`config.mk`:
```
export PLATFORM = sky130hd
export DESIGN_NAME = m_compress
export DESIGN_NICKNAME = d
export VERILOG_FILES = /design/src/rtl/m_pkg.sv /design/src/rtl/m_is_sext.sv /design/src/rtl/m_compress.sv
export SDC_FILE = /design/constraint.sdc
export NUM_CORES = 1
export LEC_CHECK = 0
export ABC_AREA = 1
export BUFFER_PORTS_ARGS = -buffer_cell sky130_fd_sc_hd__buf_2
export CORE_UTILIZATION = 59
export DETAILED_ROUTE_END_ITERATION = 8
export PLACE_DENSITY_LB_ADDON = 0.15
export SLEW_MARGIN = 20
export SYNTH_ARGS = -nofsm -noshare
export SYNTH_HDL_FRONTEND = slang
export SYNTH_SLANG_ARGS = --single-unit
```
`constraint.sdc`:
```
create_clock -name clk -period 4.9 [get_ports clk]
set_input_delay 0.49 -clock clk [delete_from_list [all_inputs] [get_ports clk]]
set_output_delay 0.49 -clock clk [all_outputs]
set_load 0.05 [all_outputs]
```
`src/rtl/m_pkg.sv`:
```
// Shared types and widths for the halfword compressor.
// Imported by the sign-extension checker and the compressor top.
package m_pkg;

    typedef enum logic [1:0] {
        IDLE,
        SEND_LO,
        SEND_HI
    } cmp_state_t;

    localparam int HW = 16;
    localparam int WW = 32;

endpackage

```
`src/rtl/m_is_sext.sv`:
```
// Combinational test: is the upper half of a word the sign
// extension of its lower half?
module m_is_sext
    import m_pkg::*;
#(
    parameter int HW_P = HW
) (
    input  logic [2*HW_P-1:0] w,
    output logic              is_sext
);

    assign is_sext = (w[2*HW_P-1:HW_P] == {HW_P{w[HW_P-1]}});

endmodule

```
`src/rtl/m_compress.sv`:
```
// Splits 32-bit words into 16-bit beats; words that are a
// sign-extended halfword go out as a single compact beat.
module m_compress
    import m_pkg::*;
#(
    parameter int W_OUT   = HW,
    parameter int COMPACT = 1,
    parameter int CNT_W   = 16
) (
    input  logic               clk,
    input  logic               rst_n,
    input  logic               in_valid,
    output logic               in_ready,
    input  logic [2*W_OUT-1:0] in_data,
    output logic               out_valid,
    input  logic               out_ready,
    output logic [W_OUT-1:0]   out_data,
    output logic               out_compact,
    output logic               out_last,
    output logic [CNT_W-1:0]   cnt_words,
    output logic [CNT_W-1:0]   cnt_compact
);

    localparam logic [CNT_W-1:0] CNT_MAX = '1;

    cmp_state_t         state;
    cmp_state_t         state_nx;
    logic [2*W_OUT-1:0] word;
    logic               cflag;
    logic               sext;
    logic               in_cmp;
    logic               take;
    logic               accept;

    m_is_sext #(
        .HW_P    (W_OUT)
    ) u_sext (
        .w       (in_data),
        .is_sext (sext)
    );

    assign in_cmp = (COMPACT != 0) && sext;

    // A new word may enter in the same cycle the final beat leaves.
    assign take     = out_valid && out_ready;
    assign in_ready = (state == IDLE) || (take && out_last);
    assign accept   = in_valid && in_ready;

    always_ff @(posedge clk or negedge rst_n) begin
        if (!rst_n) begin
            state <= IDLE;
        end else begin
            state <= state_nx;
        end
    end

    always_comb begin
        state_nx = state;
        unique case (state)
            IDLE: begin
                if (accept) begin
                    state_nx = SEND_LO;
                end
            end
            SEND_LO: begin
                if (take) begin
                    if (!cflag) begin
                        state_nx = SEND_HI;
                    end else begin
                        state_nx = accept ? SEND_LO : IDLE;
                    end
                end
            end
            SEND_HI: begin
                if (take) begin
                    state_nx = accept ? SEND_LO : IDLE;
                end
            end
            default: state_nx = IDLE;
        endcase
    end

    always_comb begin
        out_valid   = 1'b0;
        out_data    = '0;
        out_compact = 1'b0;
        out_last    = 1'b0;
        unique case (1'b1)
            state == SEND_LO: begin
                out_valid   = 1'b1;
                out_data    = word[W_OUT-1:0];
                out_compact = cflag;
                out_last    = cflag;
            end
            state == SEND_HI: begin
                out_valid   = 1'b1;
                out_data    = word[2*W_OUT-1:W_OUT];
                out_last    = 1'b1;
            end
            default: ;
        endcase
    end

    always_ff @(posedge clk or negedge rst_n) begin
        if (!rst_n) begin
            word  <= '0;
            cflag <= 1'b0;
        end else if (accept) begin
            word  <= in_data;
            cflag <= in_cmp;
        end
    end

    always_ff @(posedge clk or negedge rst_n) begin
        if (!rst_n) begin
            cnt_words   <= '0;
            cnt_compact <= '0;
        end else if (accept) begin
            if (cnt_words != CNT_MAX) begin
                cnt_words <= cnt_words + 1'b1;
            end
            if (in_cmp && cnt_compact != CNT_MAX) begin
                cnt_compact <= cnt_compact + 1'b1;
            end
        end
    end

endmodule

```
==> results.tsv, run 1 <==
stage	metric	value	unit
global_routing	grt_pass1_wl	15.0	mm
job	drv_cap	0	
synth	synth_enable_flop_cells	0	
global_routing	grt_start_max_net_pins	68	
critical_path	critPathMaxStageDelay	730	ps
place	placement.cell_area	4330	µm²
clock_network	post_cts_buffers	0	
synth	syn-num-nets	565	
route	drtPass1Iterations	5	
critical_path	cp_data_arrival_time	3210	ps
clock_network	cts_hold_buffers	0	
clock_network	insertion_delay	340	ps
critical_path	worstPathMaxFanout	32	
clock_network	resized_gates_after_cts	0	
floorplanning	core	6390	µm²
power	power.switching_fraction	0.472	
sta	timing_hold_violations_final	0	
power	internal-power	1.16	mW
critical_path	crit_path_start_kind	flip-flop	
clock_network	cts_num_sinks	67	
cells_and_area	summed_area_of_non_filler_cells_in_the_final_layout	4510	µm²
synth	avgSynthCellArea	7.49	µm²
critical_path	criticalPathCategory	flip-flop to flip-flop	
sta	report.final.slew_viol_count	0	
synth	synthesis.area	3920	µm²
sta	setup_viol	0	
power	power_per_cell_area	487	nW/µm²
route	vias_after_detailed_routing	3519	
critical_path	critPathBufInv	2	
critical_path	slowest_stage_cell_on_the_critical_path	sky130_fd_sc_hd__a21oi_4	
cells_and_area	nets	646	
cells_and_area	finish.utilization	0.707	
power	vdd_drop_max	400	µV
clock_network	htreeDepth	3	
run_status	result_of_the_run	completed	
power	combinationalPowerShare	0.434	
cells_and_area	syn_to_final_growth	15.2	%
place	i_o_buffers	87	
power	leakagePower	2.42	nW
synth	synth_top_cells_by_area	sky130_fd_sc_hd__dfrtp_1 (43%), sky130_fd_sc_hd__nand2_1 (23%), sky130_fd_sc_hd__nor2_1 (3.3%), sky130_fd_sc_hd__inv_1 (3.2%), sky130_fd_sc_hd__xor2_1 (2.9%)	
floorplanning	initial_core_util	0.613	
cells_and_area	post_layout_nonfiller_instances	686	
hold_path	hp-class	input port to async pin	
floorplanning	io-pin-count	88	
clock_network	clk_root_buffer_cell	sky130_fd_sc_hd__clkbuf_8	
synth	netlist_instances	523	
critical_path	crit_top_cell	sky130_fd_sc_hd__nand2_2	
synth	synth_top_area_share	0.428	
route	routed_wl	8.73	mm
synth	post_synth_most_frequent_cells	sky130_fd_sc_hd__nand2_1 (243), sky130_fd_sc_hd__dfrtp_1 (67), sky130_fd_sc_hd__nor2_1 (34)	
sta	achievable-frequency	338	MHz
route	detail_route.vias_per_cell	5.13	
synth	synth.ff_latch_count	67	
synth	synth_cell_type_count	35	
clock_network	cts_inserted_buffers	9	
sta	timing.setup.tns	0	ps
synth	synth_most_common_cell	sky130_fd_sc_hd__nand2_1	
sta	period_needed	2960	ps
synth	synth_sequential_area_ratio	0.428	
power	seq_power_share	0.373	
floorplanning	floorplan.rows	29	
floorplanning	die_w	83.5	µm
synth	yosys_most_used_dff	sky130_fd_sc_hd__dfrtp_1	
synth	post_synth_arst_share	1.00	
critical_path	path_delay_family	compound AO/OA/AOI/OAI gates	
place	placed_cells	670	
clock_network	clock_tree_from_tritoncts	built	
critical_path	endpoint_kind	flip-flop	
sta	worst_pin_slew	902	ps
clock_network	clock_transition_at_path_regs	80	ps
global_routing	grt_pass1_vias	3368	
global_routing	grt_antenna_before_repair	0	
route	routedWlPerCell	12.7	µm
power	net_switching_component_of_the_power	1.04	mW
cells_and_area	n_fill_cell	559	
place	detailedPlacementHpwl	6.08	mm
power	clockPowerShare	0.193	
route	antenna_left	0	
sta	setup_skew_after_layout	8.36	ps
sta	post-route-period-util	0.604	
critical_path	worst-endpoint-required	5150	ps
floorplanning	dieArea	6970	µm²
cells_and_area	drive_gt1_frac	0.213	
sta	setup_repair_after_global_routing_missed_its_margin	false	
clock_network	cts_max_path_buffers	2	
floorplanning	die_y	83.5	µm
route	dr.first_iter.drc_count	130	
route	route.detailed.drc	0	
cells_and_area	diodes_inserted	0	
global_routing	globalRouteOverflowTotal	0	
synth	ys.warnings.count	0	
place	gp_congestion	0.933	
sta	slew_headroom	0.398	
synth	synth_top_cell_by_area	sky130_fd_sc_hd__dfrtp_1	
critical_path	worst_path_cell_trace	inv_1 -> ha_1 -> nand2_2 -> nand2_2 -> nand3_2 -> a21oi_4 -> o21ai_4 -> inv_4 -> nand2_1 -> o21ai_0	
global_routing	tot_gr_track_use	0.266	
## placed cells by master, fill, tap and decap left out, types with 2 or more instances in the layout
master                       instances
sky130_fd_sc_hd__clkbuf_8           11
sky130_fd_sc_hd__buf_2              87
sky130_fd_sc_hd__clkinvlp_4          2
sky130_fd_sc_hd__nand4_1             6
sky130_fd_sc_hd__nand3_2            11
sky130_fd_sc_hd__nand2_1           243
sky130_fd_sc_hd__nand4_4             2
sky130_fd_sc_hd__inv_1              33
sky130_fd_sc_hd__xnor2_1            11
sky130_fd_sc_hd__ha_1                6
sky130_fd_sc_hd__nand3b_1            3
sky130_fd_sc_hd__inv_2               2
sky130_fd_sc_hd__o21ai_0             9
sky130_fd_sc_hd__o21bai_1            2
sky130_fd_sc_hd__xor2_1             13
sky130_fd_sc_hd__nor2_1             34
sky130_fd_sc_hd__dfrtp_1            67
sky130_fd_sc_hd__nor2_4              2
sky130_fd_sc_hd__clkinv_2            2
sky130_fd_sc_hd__a21oi_1            17
sky130_fd_sc_hd__nor3_1              8
sky130_fd_sc_hd__o21ai_1             2
sky130_fd_sc_hd__nand3_1            21
sky130_fd_sc_hd__nand2_2             3
## metal layers
layer  GRT usage  vias up  share of wire
li1            -     1800              -
met1       0.349     1613           0.46
met2       0.449       96           0.47
met3      0.0425       10          0.052
met4      0.0924        0          0.015
met5           0        -              0
## stage by stage
step	total power [mW]	setup WS [ps]	hold WS, ps
3_5_place_dp	1.78	1940	469
3_3_place_gp	1.76	2060	461
5_1_grt	2.34	1630	342
2_1_floorplan	1.59	2160	194
6_report	2.20	1940	321
4_1_cts	2.21	1910	336
## power groups by stage
stage	clock [mW]	sequential (mW)	combinational (mW)
final	0.425	0.819	0.955
after global routing	0.455	0.838	1.05
after CTS	0.429	0.818	0.960
after detailed placement	0	0.828	0.955
after global placement	0	0.823	0.935
after floorplan	0	0.887	0.701
## worst register-to-register path, cell delays in order (launching register included)
cell and delay, ps:
sky130_fd_sc_hd__dfrtp_1 410, sky130_fd_sc_hd__inv_1 100, sky130_fd_sc_hd__ha_1 620, sky130_fd_sc_hd__nand2_2 130
sky130_fd_sc_hd__nand2_2 110, sky130_fd_sc_hd__nand3_2 90, sky130_fd_sc_hd__a21oi_4 730, sky130_fd_sc_hd__o21ai_4 310
sky130_fd_sc_hd__inv_4 230, sky130_fd_sc_hd__nand2_1 70, sky130_fd_sc_hd__o21ai_0 80
## flip-flops by register name, summed over array words and instances (netlist names)
register     cells
word            32
state            2
cnt_words       16
cflag            1
cnt_compact     16
## cells by family after synthesis
kind of cell | share of synthesized area
DFF | 0.428
AOI/OAI and AO/OA | 0.0514
and+or+nand+nor | 0.381
xor gates and xnor gates | 0.0537
buffers and inverters | 0.0668
adders and majority gates | 0.0192
## final cells by class
| type | count | area (µm²) | area share |
|---|---|---|---|
| Inverter | 36 | 138 | 0.0305 |
| Clock buffer | 12 | 155 | 0.0344 |
| Timing Repair Buffer | 88 | 443 | 0.0982 |
| Clock inverter | 4 | 25.0 | 0.00555 |
| Tap cell | 77 | 96.3 | 0.0214 |
| Sequential cell | 67 | 1680 | 0.372 |
| Multi-Input combinational cell | 402 | 1980 | 0.438 |
## final timing paths
| kind | from | to | slack, ps | cells past startpoint |
|---|---|---|---|---|
| max in group asynchronous | rst_n | word[11] | 4040 | 2 |
| min | rst_n | word[7] | 320 | 2 |
| max reg2reg | state[1] | cnt_words[11] | 1940 | 10 |
| max | state[1] | cnt_words[11] | 1940 | 10 |
| min in group clk | in_data[7] | word[7] | 340 | 3 |
| min reg2reg | word[14] | word[14] | 490 | 2 |
No activity file was read; power rests on OpenSTA's default activity.
==> inputs of run 2 (changes only) <==
ABC_AREA = 0   (was 1)
CORE_UTILIZATION = 48   (was 59)
clock period = 2.4 ns   (was 4.9 ns; I/O delays follow)
==> results.tsv, run 2 <==
stage	metric	value	unit	change
synth	synth_most_common_cell	sky130_fd_sc_hd__nand2_1		
synth	synth.ff_latch_count	67		unchanged
clock_network	insertion_delay	340	ps	about the same
clock_network	cts_inserted_buffers	9		unchanged
route	dr.first_iter.drc_count	118		-9.2%
cells_and_area	diodes_inserted	0		unchanged
power	seq_power_share	0.360		-0.013
sta	setup_viol	0		unchanged
cells_and_area	drive_gt1_frac	0.289		+0.0757
hold_path	hp-class	input port to flip-flop		
power	clockPowerShare	0.183		-0.010
synth	synth_top_cells_by_area	sky130_fd_sc_hd__dfrtp_1 (49%), sky130_fd_sc_hd__nand2_1 (12%), sky130_fd_sc_hd__xnor2_1 (7.2%), sky130_fd_sc_hd__a22oi_1 (3.5%), sky130_fd_sc_hd__nor2b_1 (3.3%)		
global_routing	grt_pass1_wl	12.8	mm	-14%
cells_and_area	post_layout_nonfiller_instances	549		-20%
clock_network	clk_root_buffer_cell	sky130_fd_sc_hd__clkbuf_8		
floorplanning	dieArea	7410	µm²	+6.4%
place	minimum_setup_slack_after_placement	303	ps	-1630 ps
clock_network	cts_hold_buffers	1		+1
route	vias_after_detailed_routing	2823		-20%
synth	ys.warnings.count	0		unchanged
cells_and_area	register_area	1680	µm²	unchanged
sta	setup_repair_after_global_routing_missed_its_margin	false		
floorplanning	die_y	86.1	µm	+3.1%
power	combinationalPowerShare	0.457		+0.023
cells_and_area	syn_to_final_growth	21.6	%	
sta	report.final.slew_viol_count	0		unchanged
sta	post-route-period-util	0.891		
critical_path	worstPathMaxFanout	19		-41%
global_routing	tot_gr_track_use	0.223		-0.0424
power	power_per_cell_area	1100	nW/µm²	+130%
cells_and_area	nets	490		-24%
sta	period_needed	2140	ps	
synth	yosys_most_used_dff	sky130_fd_sc_hd__dfrtp_1		
place	i_o_buffers	87		unchanged
floorplanning	floorplan.rows	30		+3.4%
power	power	4.56	mW	+110%
clock_network	cts_num_sinks	67		unchanged
place	placed_cells	532		-21%
synth	post_synth_most_frequent_cells	sky130_fd_sc_hd__nand2_1 (112), sky130_fd_sc_hd__dfrtp_1 (67), sky130_fd_sc_hd__xnor2_1 (28)		
power	internal-power	2.52	mW	+120%
run_status	result_of_the_run	completed		
synth	post_synth_arst_share	1.00		unchanged
route	routedWlPerCell	14.1	µm	+11%
synth	syn-num-nets	397		-30%
synth	synth_enable_flop_cells	0		unchanged
power	leakagePower	2.09	nW	-13%
cells_and_area	finish.utilization	0.608		-0.0988
job	drv_cap	0		unchanged
synth	synth_sequential_area_ratio	0.494		+0.0658
critical_path	crit_path_start_kind	flip-flop		
cells_and_area	largest_reg_flops	32		unchanged
floorplanning	initial_core_util	0.500		-0.114
cells_and_area	layout.cells.most_common	sky130_fd_sc_hd__nand2_1		
sta	least_setup_slack_across_all_paths_after_layout	261	ps	-1680 ps
sta	slew_headroom	0.615		+0.218
clock_network	htreeDepth	3		unchanged
synth	netlist_instances	355		-32%
sta	timing_hold_violations_final	0		unchanged
critical_path	cp_data_arrival_time	1900	ps	-1310 ps
clock_network	post_cts_buffers	0		unchanged
sta	worst_pin_slew	577	ps	-324 ps
place	placement.cell_area	3950	µm²	-8.9%
clock_network	clock_transition_at_path_regs	70	ps	about the same
route	detail_route.vias_per_cell	5.14		+0.24%
cells_and_area	n_fill_cell	626		+12%
synth	synth_top_cell_by_area	sky130_fd_sc_hd__dfrtp_1		
route	antenna_left	0		unchanged
synth	synth_cell_type_count	39		+11%
place	gp_congestion	0.852		-8.7%
route	drtPass1Iterations	4		-1
cells_and_area	summed_area_of_non_filler_cells_in_the_final_layout	4130	µm²	-8.5%
place	detailedPlacementHpwl	5.39	mm	-11%
floorplanning	die_w	86.1	µm	+3.1%
floorplanning	core	6790	µm²	+6.4%
power	vdd_drop_max	532	µV	+33%
clock_network	clock_tree_from_tritoncts	built		
floorplanning	io-pin-count	88		unchanged
route	route.detailed.drc	0		unchanged
global_routing	grt_antenna_before_repair	0		unchanged
sta	setup_skew_after_layout	8.76	ps	+0.404 ps
power	net_switching_component_of_the_power	2.04	mW	+97%
power	power.switching_fraction	0.448		-0.0235
synth	synthesis.area	3390	µm²	-13%
route	routed_wl	7.77	mm	-11%
sta	timing.setup.tns	0	ps	unchanged
critical_path	criticalPathCategory	flip-flop to output pin		
clock_network	resized_gates_after_cts	0		unchanged
cells_and_area	most-common-layout-cells	sky130_fd_sc_hd__nand2_1 (112), sky130_fd_sc_hd__buf_2 (87), sky130_fd_sc_hd__dfrtp_1 (67)		
global_routing	grt_start_max_net_pins	35		-49%
clock_network	cts_max_path_buffers	2		unchanged
cells_and_area	multi_input_area	1620	µm²	-18%
global_routing	grt_pass1_vias	2700		-20%
critical_path	worst-endpoint-required	2160	ps	-2990 ps
global_routing	globalRouteOverflowTotal	0		unchanged
synth	synth_top_area_share	0.494		+0.0658
critical_path	endpoint_kind	output pin		
sta	hold_ws	87.0	ps	-234 ps
synth	avgSynthCellArea	9.56	µm²	+28%
sta	achievable-frequency	468	MHz	
cells_and_area	biggestRegsByFlops	word (32), cnt_compact (16), cnt_words (16)		
cells_and_area	top_register	word		
==> run 2: changes by cell type after synthesis, sizes merged, moves of 8 or more <==
cell and change:
buf -11, a22oi +16, a21oi -16, xnor2 +17, inv -31, clkbuf +9
nor2b +18, nand3 -15, nor2 -26, and3 +8, o21ai -8, xor2 -12
nand2 -133
==> run 2: layout make-up <==
class	count	share of cell area
multi-input cells	267	0.392
clock inverters	2	0.00242
repair buffers	98	0.126
clock buffers	14	0.0394
well taps	96	0.0291
inverters	5	0.00455
flip-flops and latches	67	0.406
==> run 2: path summary, 6_finish.rpt <==
check                                from        endpoint  slack (ps)  depth (start not counted)
max in group asynchronous           rst_n        word[25]        1170                          3
setup reg to reg           cnt_compact[0]  cnt_compact[6]         300                          7
hold reg to reg                  word[18]        word[18]         470                          2
hold / removal                 in_data[6]         word[6]          90                          3
min in group asynchronous           rst_n        word[30]         430                          2
setup / recovery                 state[1]        out_last         260                          7
==> run 2: cells by family after synthesis <==
group / synth area share
buffers and inverters: 0.0302
AND/OR/NAND/NOR: 0.304
multiplexers: 0.00774
AO/OA/AOI/OAI: 0.0671
flip-flops: 0.494
adder cells (fa/ha/maj): 0.0221
XOR/XNOR: 0.0748
==> run 2: worst max-delay path, stage by stage, from the launching register on <==
cell and delay, ps:
sky130_fd_sc_hd__dfrtp_1 400, sky130_fd_sc_hd__inv_1 100, sky130_fd_sc_hd__ha_1 190, sky130_fd_sc_hd__buf_4 260, sky130_fd_sc_hd__and2_1 180, sky130_fd_sc_hd__nor2_1 60, sky130_fd_sc_hd__nor2b_2 110, sky130_fd_sc_hd__buf_2 260
==> run 2: per-layer routing <==
| layer | global-route usage | part of all wire | up-vias |
|---|---|---|---|
| met5 | 0 | 0 | - |
| met4 | 0.0697 | 0.0095 | 0 |
| met3 | 0.0577 | 0.048 | 9 |
| met2 | 0.344 | 0.45 | 74 |
| met1 | 0.308 | 0.49 | 1365 |
| li1 | - | - | 1375 |
==> run 2: power by group through the flow <==
stage	sequential [mW]	clock, mW	combinational, mW
3_5_place_dp	1.66	0	2.09
3_3_place_gp	1.65	0	2.06
6_report	1.64	0.835	2.08
4_1_cts	1.64	0.852	2.10
5_1_grt	1.68	0.914	2.28
2_1_floorplan	1.77	0	1.44
==> inputs of run 3 (changes only) <==
CORE_UTILIZATION = 45   (was 48)
==> results.tsv, run 3 (synthesis gave the netlist of run 2 again) <==
stage	metric	value	unit	change
route	routedWlPerCell	13.8	µm	-2.6%
floorplanning	die_w	88.9	µm	+3.2%
clock_network	cts_max_path_buffers	2		unchanged
route	antenna_left	0		unchanged
power	leakagePower	2.09	nW	-0.26%
critical_path	critical_r2r_launch	cnt_compact[0]		
place	placed_cells	533		+0.19%
route	routed_wl	7.58	mm	-2.4%
cells_and_area	largest_reg_flops	32		unchanged
cells_and_area	syn_to_final_growth	21.7	%	about the same
global_routing	tot_gr_track_use	0.204		-0.0191
power	power_per_cell_area	1100	nW/µm²	-0.65%
floorplanning	initial_core_util	0.468		-0.0316
cells_and_area	diodes_inserted	0		unchanged
clock_network	resized_gates_after_cts	0		unchanged
hold_path	holdCritStartpoint	in_data[7]		
critical_path	worstPathMaxFanout	10		-9
place	i_o_buffers	87		unchanged
cells_and_area	summed_area_of_non_filler_cells_in_the_final_layout	4130	µm²	about the same
critical_path	worst-endpoint-required	2610	ps	+450 ps
clock_network	clock_transition_at_path_regs	70	ps	about the same
global_routing	grt_pass1_vias	2606		-3.5%
critical_path	endpoint_kind	flip-flop		
place	placement.cell_area	3950	µm²	about the same
cells_and_area	drive_gt1_frac	0.286		-0.00315
clock_network	cts_hold_buffers	1		unchanged
floorplanning	die_y	88.9	µm	+3.2%
clock_network	cts_inserted_buffers	9		unchanged
sta	report.final.slew_viol_count	0		unchanged
power	clockPowerShare	0.182		about the same
power	net_switching_component_of_the_power	2.02	mW	-1.0%
cells_and_area	layout.cells.most_common	sky130_fd_sc_hd__nand2_1		
critical_path	worst_setup_path_start	cnt_compact[0]		
cells_and_area	most-common-layout-cells	sky130_fd_sc_hd__nand2_1 (112), sky130_fd_sc_hd__buf_2 (87), sky130_fd_sc_hd__dfrtp_1 (67)		
critical_path	cp_data_arrival_time	2340	ps	+440 ps
clock_network	cts_num_sinks	67		unchanged
floorplanning	core	7250	µm²	+6.8%
cells_and_area	nets	488		-0.41%
route	drtPass1Iterations	4		unchanged
route	detail_route.vias_per_cell	5.04		-1.9%
floorplanning	dieArea	7890	µm²	+6.5%
global_routing	grt_pass1_wl	12.1	mm	-5.3%
clock_network	clk_root_buffer_cell	sky130_fd_sc_hd__clkbuf_8		
sta	slew_headroom	0.493		-0.122
hold_path	hp-class	input port to flip-flop		
place	detailedPlacementHpwl	5.25	mm	-2.5%
global_routing	grt_start_max_net_pins	37		+5.7%
power	seq_power_share	0.363		+0.003
global_routing	globalRouteOverflowTotal	0		unchanged
power	internal-power	2.51	mW	-0.27%
sta	timing_hold_violations_final	0		unchanged
place	gp_congestion	0.820		-3.8%
critical_path	criticalPathCategory	flip-flop to flip-flop		
cells_and_area	post_layout_nonfiller_instances	550		+0.18%
power	vdd_drop_max	615	µV	+16%
route	dr.first_iter.drc_count	125		+5.9%
power	combinationalPowerShare	0.455		-0.002
power	power.switching_fraction	0.446		-0.00192
sta	setup_viol	0		unchanged
floorplanning	io-pin-count	88		unchanged
sta	post-route-period-util	0.888		-0.00292
route	route.detailed.drc	0		unchanged
sta	setup_skew_after_layout	7.89	ps	-0.873 ps
critical_path	crit_path_start_kind	flip-flop		
sta	worst_pin_slew	760	ps	+183 ps
clock_network	clock_tree_from_tritoncts	built		
run_status	result_of_the_run	completed		
critical_path	ff_to_ff_setup_slack	270	ps	-30 ps
sta	setup_repair_after_global_routing_missed_its_margin	false		
cells_and_area	top_register	word		
clock_network	htreeDepth	3		unchanged
job	drv_cap	0		unchanged
sta	period_needed	2130	ps	-7.01 ps
cells_and_area	biggestRegsByFlops	word (32), cnt_compact (16), cnt_words (16)		
route	vias_after_detailed_routing	2773		-1.8%
sta	timing.setup.tns	0	ps	unchanged
clock_network	post_cts_buffers	0		unchanged
sta	achievable-frequency	469	MHz	+0.33%
clock_network	insertion_delay	330	ps	about the same
global_routing	grt_antenna_before_repair	0		unchanged
floorplanning	floorplan.rows	31		+3.3%
[run 3: cell count changes in the layout (fill, tap and decap cells not counted)]
| cell | change |
|---|---|
| sky130_fd_sc_hd__buf_12 | +1 |
| sky130_fd_sc_hd__buf_4 | -3 |
[run 3: worst max-delay path, cell delays in order, from the launching register on]
cell and delay, ps:
sky130_fd_sc_hd__dfrtp_1 430, sky130_fd_sc_hd__ha_1 230, sky130_fd_sc_hd__and3_1 170, sky130_fd_sc_hd__and2_1 230
sky130_fd_sc_hd__a31oi_2 400, sky130_fd_sc_hd__buf_4 280, sky130_fd_sc_hd__nand4_1 130, sky130_fd_sc_hd__xnor2_1 150
[run 3: worst paths after layout]
| path | cells past startpoint | end |
|---|---|---|
| worst min register to register | 2 | word[25] |
| worst max register to register | 7 | cnt_compact[7] |
| worst min-delay path | 3 | word[7] |
| worst max-delay path | 7 | cnt_compact[7] |
| max in group asynchronous | 3 | cnt_compact[0] |
| min in group asynchronous | 2 | word[28] |
[run 3: area by class of cell]
type	count	area, µm²
clock buffers	14	163
clock inverters	2	10.0
fillers	670	3120
inverters	5	18.8
multi-input cells	267	1620
flip-flops and latches	67	1680
well taps	99	124
repair buffers	96	518
[run 3: power groups by stage]
stage	clock network [mW]	logic (mW)	registers, mW
final	0.825	2.06	1.64
after global routing	0.903	2.27	1.69
after CTS	0.852	2.09	1.64
after detailed placement	0	2.08	1.66
after global placement	0	2.06	1.65
after floorplan	0	1.44	1.77
[run 3: per-stage QoR]
stage	utilization	power (mW)	setup slack [ps]	hold slack (ps)
after floorplan	-	3.22	29.0	-55.6
after global placement	0.544	3.71	375	353
after detailed placement	0.544	3.74	291	360
after CTS	0.569	4.58	242	86.8
after global routing	0.569	4.86	114	93.4
final	0.569	4.53	269	96.4
[run 3: layer usage]
layer / up-vias / global-route usage / wire length, µm
met5: - / 0 / 0
met4: 0 / 0.0762 / 94
met3: 7 / 0.0354 / 342
met2: 73 / 0.343 / 3610
met1: 1316 / 0.264 / 3540
li1: 1377 / - / -
